`src/rtl/seq_restoring_div_pkg.sv`:
```
// seq_restoring_div_pkg: shared FSM state type and default operand width for the restoring divider.
package seq_restoring_div_pkg;
   localparam int DEFAULT_WIDTH = 4;
   typedef enum logic [1:0] {
      IDLE = 2'd0,
      RUN  = 2'd1,
      DONE = 2'd2
   } state_t;
endpackage

```
`src/rtl/seq_restoring_div_if.sv`:
```
// seq_restoring_div_if: start/done handshake and operand/result bundle between controller and divider.
interface seq_restoring_div_if
   import seq_restoring_div_pkg::*;
#(
   parameter int WIDTH = DEFAULT_WIDTH
) ();
   logic             start;
   logic [WIDTH-1:0] dividend;
   logic [WIDTH-1:0] divisor;
   logic             busy;
   logic             done;
   logic [WIDTH-1:0] quotient;
   logic [WIDTH-1:0] remainder;
   logic             div_by_zero;
   modport master (
      output start, dividend, divisor,
      input  busy, done, quotient, remainder, div_by_zero
   );
   modport slave (
      input  start, dividend, divisor,
      output busy, done, quotient, remainder, div_by_zero
   );
endinterface

```
`src/rtl/seq_restoring_div_sub_stage.sv`:
```
// div_sub_stage: N-bit ripple subtractor from full-adder cells (a + ~b + 1); borrow is the difference MSB.
module div_sub_stage #(
   parameter int N = 5
) (
   input  logic [N-1:0] i_a,
   input  logic [N-1:0] i_b,
   output logic [N-2:0] o_diff,
   output logic         o_borrow
);
   logic [N-1:0] w_bn;
   logic [N-1:0] w_c;
   logic [N-1:0] w_s;
   assign w_bn   = ~i_b;
   assign w_c[0] = 1'b1;
   for (genvar g = 0; g < N; g++) begin : g_fa
      assign w_s[g] = i_a[g] ^ w_bn[g] ^ w_c[g];
      if (g < N - 1) begin : g_carry
         assign w_c[g+1] = (i_a[g] & w_bn[g]) | (w_c[g] & (i_a[g] ^ w_bn[g]));
      end
   end
   // The signed difference always fits N bits, so its MSB is the borrow.
   assign o_diff   = w_s[N-2:0];
   assign o_borrow = w_s[N-1];
endmodule

```
`src/rtl/seq_restoring_div.sv`:
```
// seq_restoring_div: unsigned sequential restoring divider, one trial subtraction per clock.
module seq_restoring_div
   import seq_restoring_div_pkg::*;
#(
   parameter int WIDTH = DEFAULT_WIDTH
) (
   input logic               clk,
   input logic               rst,
   seq_restoring_div_if.slave bus
);
   localparam int CW = $clog2(WIDTH) + 1;
   state_t           r_state;
   state_t           w_next;
   logic [WIDTH-1:0] r_r;
   logic [WIDTH-1:0] r_q;
   logic [WIDTH-1:0] r_d;
   logic [CW-1:0]    r_cnt;
   logic [WIDTH-1:0] r_quot;
   logic [WIDTH-1:0] r_rem;
   logic             r_dbz;
   logic [WIDTH:0]   w_trial;
   logic [WIDTH-1:0] w_diff;
   logic             w_borrow;
   logic             w_last;
   logic             w_zero;
   logic [WIDTH-1:0] w_r_next;
   logic [WIDTH-1:0] w_q_next;
   assign w_trial  = {r_r, r_q[WIDTH-1]};
   assign w_last   = r_cnt == CW'(WIDTH - 1);
   assign w_zero   = bus.divisor == '0;
   // A kept difference is below the divisor, so the remainder MSB is always zero and is not stored.
   assign w_r_next = w_borrow ? w_trial[WIDTH-1:0] : w_diff;
   assign w_q_next = {r_q[WIDTH-2:0], ~w_borrow};
   div_sub_stage #(
      .N(WIDTH + 1)
   ) u_sub (
      .i_a     (w_trial),
      .i_b     ({1'b0, r_d}),
      .o_diff  (w_diff),
      .o_borrow(w_borrow)
   );
   always_ff @(posedge clk or posedge rst) begin
      if (rst) r_state <= IDLE;
      else     r_state <= w_next;
   end
   always_comb begin
      w_next = IDLE;
      case (r_state)
         IDLE:    w_next = bus.start ? (w_zero ? DONE : RUN) : IDLE;
         RUN:     w_next = w_last ? DONE : RUN;
         default: w_next = IDLE;
      endcase
   end
   always_ff @(posedge clk or posedge rst) begin
      if (rst) begin
         r_r    <= '0;
         r_q    <= '0;
         r_d    <= '0;
         r_cnt  <= '0;
         r_quot <= '0;
         r_rem  <= '0;
         r_dbz  <= 1'b0;
      end else if (r_state == IDLE && bus.start) begin
         r_d   <= bus.divisor;
         r_q   <= bus.dividend;
         r_r   <= '0;
         r_cnt <= '0;
         r_dbz <= w_zero;
         if (w_zero) begin
            r_quot <= '1;
            r_rem  <= bus.dividend;
         end
      end else if (r_state == RUN) begin
         r_r   <= w_r_next;
         r_q   <= w_q_next;
         r_cnt <= r_cnt + 1'b1;
         if (w_last) begin
            r_quot <= w_q_next;
            r_rem  <= w_r_next;
         end
      end
   end
   assign bus.busy        = r_state != IDLE;
   assign bus.done        = r_state == DONE;
   assign bus.quotient    = r_quot;
   assign bus.remainder   = r_rem;
   assign bus.div_by_zero = r_dbz;
endmodule

```
`src/flat_wrapper.sv`:
```
// flat-port wrapper written by rule: the top's interface ports become plain ports
module seq_restoring_div_flat import seq_restoring_div_pkg::*;
#(
   parameter int WIDTH = DEFAULT_WIDTH
)
  (clk, rst, bus_start, bus_dividend, bus_divisor, bus_busy, bus_done, bus_quotient, bus_remainder, bus_div_by_zero);
  seq_restoring_div_if #(.WIDTH(WIDTH)) bus_i ();
  input logic clk;
  input logic rst;
  input wire logic [$bits(bus_i.start)-1:0] bus_start;
  input wire logic [$bits(bus_i.dividend)-1:0] bus_dividend;
  input wire logic [$bits(bus_i.divisor)-1:0] bus_divisor;
  output wire logic [$bits(bus_i.busy)-1:0] bus_busy;
  output wire logic [$bits(bus_i.done)-1:0] bus_done;
  output wire logic [$bits(bus_i.quotient)-1:0] bus_quotient;
  output wire logic [$bits(bus_i.remainder)-1:0] bus_remainder;
  output wire logic [$bits(bus_i.div_by_zero)-1:0] bus_div_by_zero;
  assign bus_i.start = bus_start;
  assign bus_i.dividend = bus_dividend;
  assign bus_i.divisor = bus_divisor;
  assign bus_busy = bus_i.busy;
  assign bus_done = bus_i.done;
  assign bus_quotient = bus_i.quotient;
  assign bus_remainder = bus_i.remainder;
  assign bus_div_by_zero = bus_i.div_by_zero;
  seq_restoring_div #(.WIDTH(WIDTH)) u_core (.clk(clk), .rst(rst), .bus(bus_i));
endmodule
```
`config.mk`:
```
export PLATFORM = sky130hd
export DESIGN_NAME = seq_restoring_div_flat
export DESIGN_NICKNAME = d
export VERILOG_FILES = /design/src/rtl/seq_restoring_div_pkg.sv /design/src/rtl/seq_restoring_div_if.sv /design/src/rtl/seq_restoring_div_sub_stage.sv /design/src/rtl/seq_restoring_div.sv /design/src/flat_wrapper.sv
export SDC_FILE = /design/constraint.sdc
export NUM_CORES = 1
export LEC_CHECK = 0
export ABC_AREA = 1
export CAP_MARGIN = 15
export CORE_MARGIN = 10
export CORE_UTILIZATION = 47
export DETAILED_ROUTE_END_ITERATION = 12
export PLACE_DENSITY = 0.74
export SETUP_SLACK_MARGIN = 0.2
export SLEW_MARGIN = 30
export SYNTH_ARGS = -nofsm -noshare
export SYNTH_HDL_FRONTEND = slang
export SYNTH_SLANG_ARGS = --single-unit
```
`constraint.sdc`:
```
create_clock -name clk -period 2.1 [get_ports clk]
set_clock_uncertainty 0.1 [all_clocks]
set_input_delay 0.315 -clock clk [delete_from_list [all_inputs] [get_ports clk]]
set_output_delay 0.315 -clock clk [all_outputs]
set_load 0.05 [all_outputs]
```
==> reports/qor.csv <==
metric,value,unit
drv_slew,0,
grt_pass1_vias,1085,
cts_made_buffers,3,
cts_root_buf,clkbuf_4,
ys_types,22,
period_share,1.08,
synth-edff-count,0,
syn2layout_area_growth,29.0,%
yosysSeqAreaShare,0.484,
yosysWarnings,0,
slew_headroom,0.664,
reg2reg_from,u_core.r_q[3],
placed_area,0.00162,mm2
io_pins,22,
die_w,73.5,um
drive_gt1_frac,0.304,
finalNetCount,202,
ys_ff_latch,26,
synth_area,0.00135,mm2
r2r-end,u_core.bus.remainder[3],
netlist_instances,153,
grt-ovfl-total,0,
grt_usage,0.109,
maxCapViolCount,0,
hold_path_class,in -> async,
cp-start-kind,flip-flop,
cts_max_path_buffers,2,
routabilityCongestion,0.825,
worstPathMaxFanout,4,
worst_pin_slew,0.506,ns
place_inst,208,
setup_viol,10,
clkLatencyLatePin,0.32,ns
synth_top_area_frac,0.484,
crit_type,reg -> reg,
outcome,"complete, but fails checks",
grt_max_degree,27,
syn_nets,170,
synth_ff_type,dfrtp_1,
rr_worst_depth,12,
drc,0,
cts_sinks,26,
cp.arrival,2.40,ns
grt_first_pass_wirelength,4.71,mm
r2r_setup_slack,-0.18,ns
power.density,1830,mW/mm2
hold_slack,0.221,ns
wl,2.92,mm
firstDrtPassIters,4,
first_iter_violations,65,
p_total,0.00318,W
p_leak,0.850,nW
place_hpwl,2.21,mm
die_area,0.00540,mm2
ir_drop,1.12,mV
drt-wirelength-per-cell,13.6,um
rsz0062_at_grt,true,
post_drt_via_cell_ratio,5.14,
initial_core_util,0.488,
worst_slack,-0.178,ns
fmax,0.439,GHz
hold_viol,0,
fillers,253,
synth_top_area_cell,dfrtp_1,
ant_nets,0,
worstPathRequired,2.22,ns
clk_pin_slew,0.15,ns
vias,1105,
synth_area_leaders,"dfrtp_1 48%, nand2_1 11%, nand3_1 6.3%",
synthArstFlopShare,1.00,
setup_tns,-1.39,ns
diodes,0,
cts_tree,yes,
critPathCaptureType,flip-flop,
core_area,0.00276,mm2
rows,19,
stdcell_count,215,
antenna_found_initial,0,
h-tree-depth,1,
die_h,73.5,um
synth_area_per_cell,8.79,um2
final_area,0.00174,mm2
min_period,2.28,ns
placement.io_buffers,21,
violations,negative setup slack,
==> metrics by stage <==
stage	utilization	worst slack, ns
2_1_floorplan	-	0.0256
3_3_place_gp	0.586	-0.0985
3_5_place_dp	0.586	-0.149
4_1_cts	0.618	-0.143
5_1_grt	0.629	-0.281
6_report	0.629	-0.178
==> report_power, final <==
| part | internal [W] | leakage (nW) | switching [W] | total, W |
|---|---|---|---|---|
| sequential | 0.000730 | 0.320 | 0.000172 | 0.000902 |
| combinational | 0.000723 | 0.509 | 0.00130 | 0.00202 |
| clock | 0.000106 | 0.0210 | 0.000153 | 0.000259 |
==> metal layers <==
metal | wire length (um) | global-route usage | vias up | part of all wire
met5 | 0 | 0 | - | 0
met4 | 38 | 0.0352 | 0 | 0.013
met3 | 173 | 0.0310 | 6 | 0.059
met2 | 1450 | 0.184 | 21 | 0.50
met1 | 1260 | 0.129 | 528 | 0.43
li1 | - | - | 550 | -
==> final cells by class <==
cell class / instances / area [um2] / share of cell area
multi-input combinational: 108 / 696 / 0.401
sequential: 26 / 651 / 0.375
timing repair buffer: 28 / 246 / 0.142
inverter: 18 / 67.6 / 0.0389
tap: 31 / 38.8 / 0.0224
clock buffer: 4 / 36.3 / 0.0209
==> worst max-delay path by stage <==
stage	from	endpoint	slack, ns	cells after the start
finish	u_core.r_q[3]	u_core.bus.remainder[3]	-0.18	12
global route	u_core.r_q[3]	u_core.bus.remainder[3]	-0.28	12
CTS	u_core.r_q[3]	u_core.bus.remainder[3]	-0.14	12
detailed placement	u_core.r_q[3]	u_core.r_r[0]	-0.15	13
global placement	u_core.r_q[3]	u_core.bus.remainder[1]	-0.1	12
floorplan	u_core.r_q[3]	u_core.bus.remainder[0]	0.03	13
==> layout by cell type, fill, tap and decap left out, types with 7 or more instances in the layout <==
| cell type | count |
|---|---|
| nand3_1 | 13 |
| dfrtp_1 | 26 |
| nand2_1 | 29 |
| nand2_2 | 9 |
| nor2_1 | 13 |
| dlygate4sd2_1 | 9 |
| inv_2 | 9 |
| nor2_2 | 7 |
| o21ai_1 | 7 |
| buf_4 | 9 |
| inv_1 | 9 |
| clkdlybuf4s50_1 | 10 |
==> critical path: stages, from the launching register on <==
cell,delay [ns]
dfrtp_1,0.42
inv_2,0.09
ha_4,0.12
fa_2,0.18
inv_2,0.04
fa_2,0.33
fa_2,0.38
nand2_1,0.13
nand2_4,0.08
nand3_1,0.08
nand2_2,0.06
nor2_1,0.13
nor2_1,0.05
==> synthesized netlist by cell type (2+ instances only) <==
cell      instances
inv_2             6
fa_1              3
nor2_1           16
nand2_1          38
nand3_1          17
nor3_1            4
nand2_4           3
o211ai_1          2
ha_1              3
o21ai_1           7
nor2_4            2
nor2_2            4
a21oi_1           2
inv_1            12
nand2_2           2
dfrtp_1          26
==> cells by family (layout without fill, tap and decap cells) <==
family,count (synthesis),count (layout),synth area share
AO/OA/AOI/OAI,14,14,0.0642
adder cells (fa/ha/maj),6,6,0.0726
buffers and inverters,19,50,0.0586
flip-flops,26,26,0.484
AND/OR/NAND/NOR,88,88,0.321
==> state kept, by name, indices dropped and copies added (netlist names) <==
signal,count
u_core.r_state,2
u_core.bus.div_by_zero,1
u_core.r_d,4
u_core.r_r,4
u_core.r_q,4
u_core.bus.remainder,4
u_core.r_cnt,3
u_core.bus.quotient,4
==> timing repair <==
item | CTS | global route
buffers inserted | 2 | 1
pin swaps | 8 | 5
gates resized for setup | 25 | 7
setup endpoints to repair | 19 | 10
hold buffers | 0 | 0
Power figures use the tool's default switching activity.
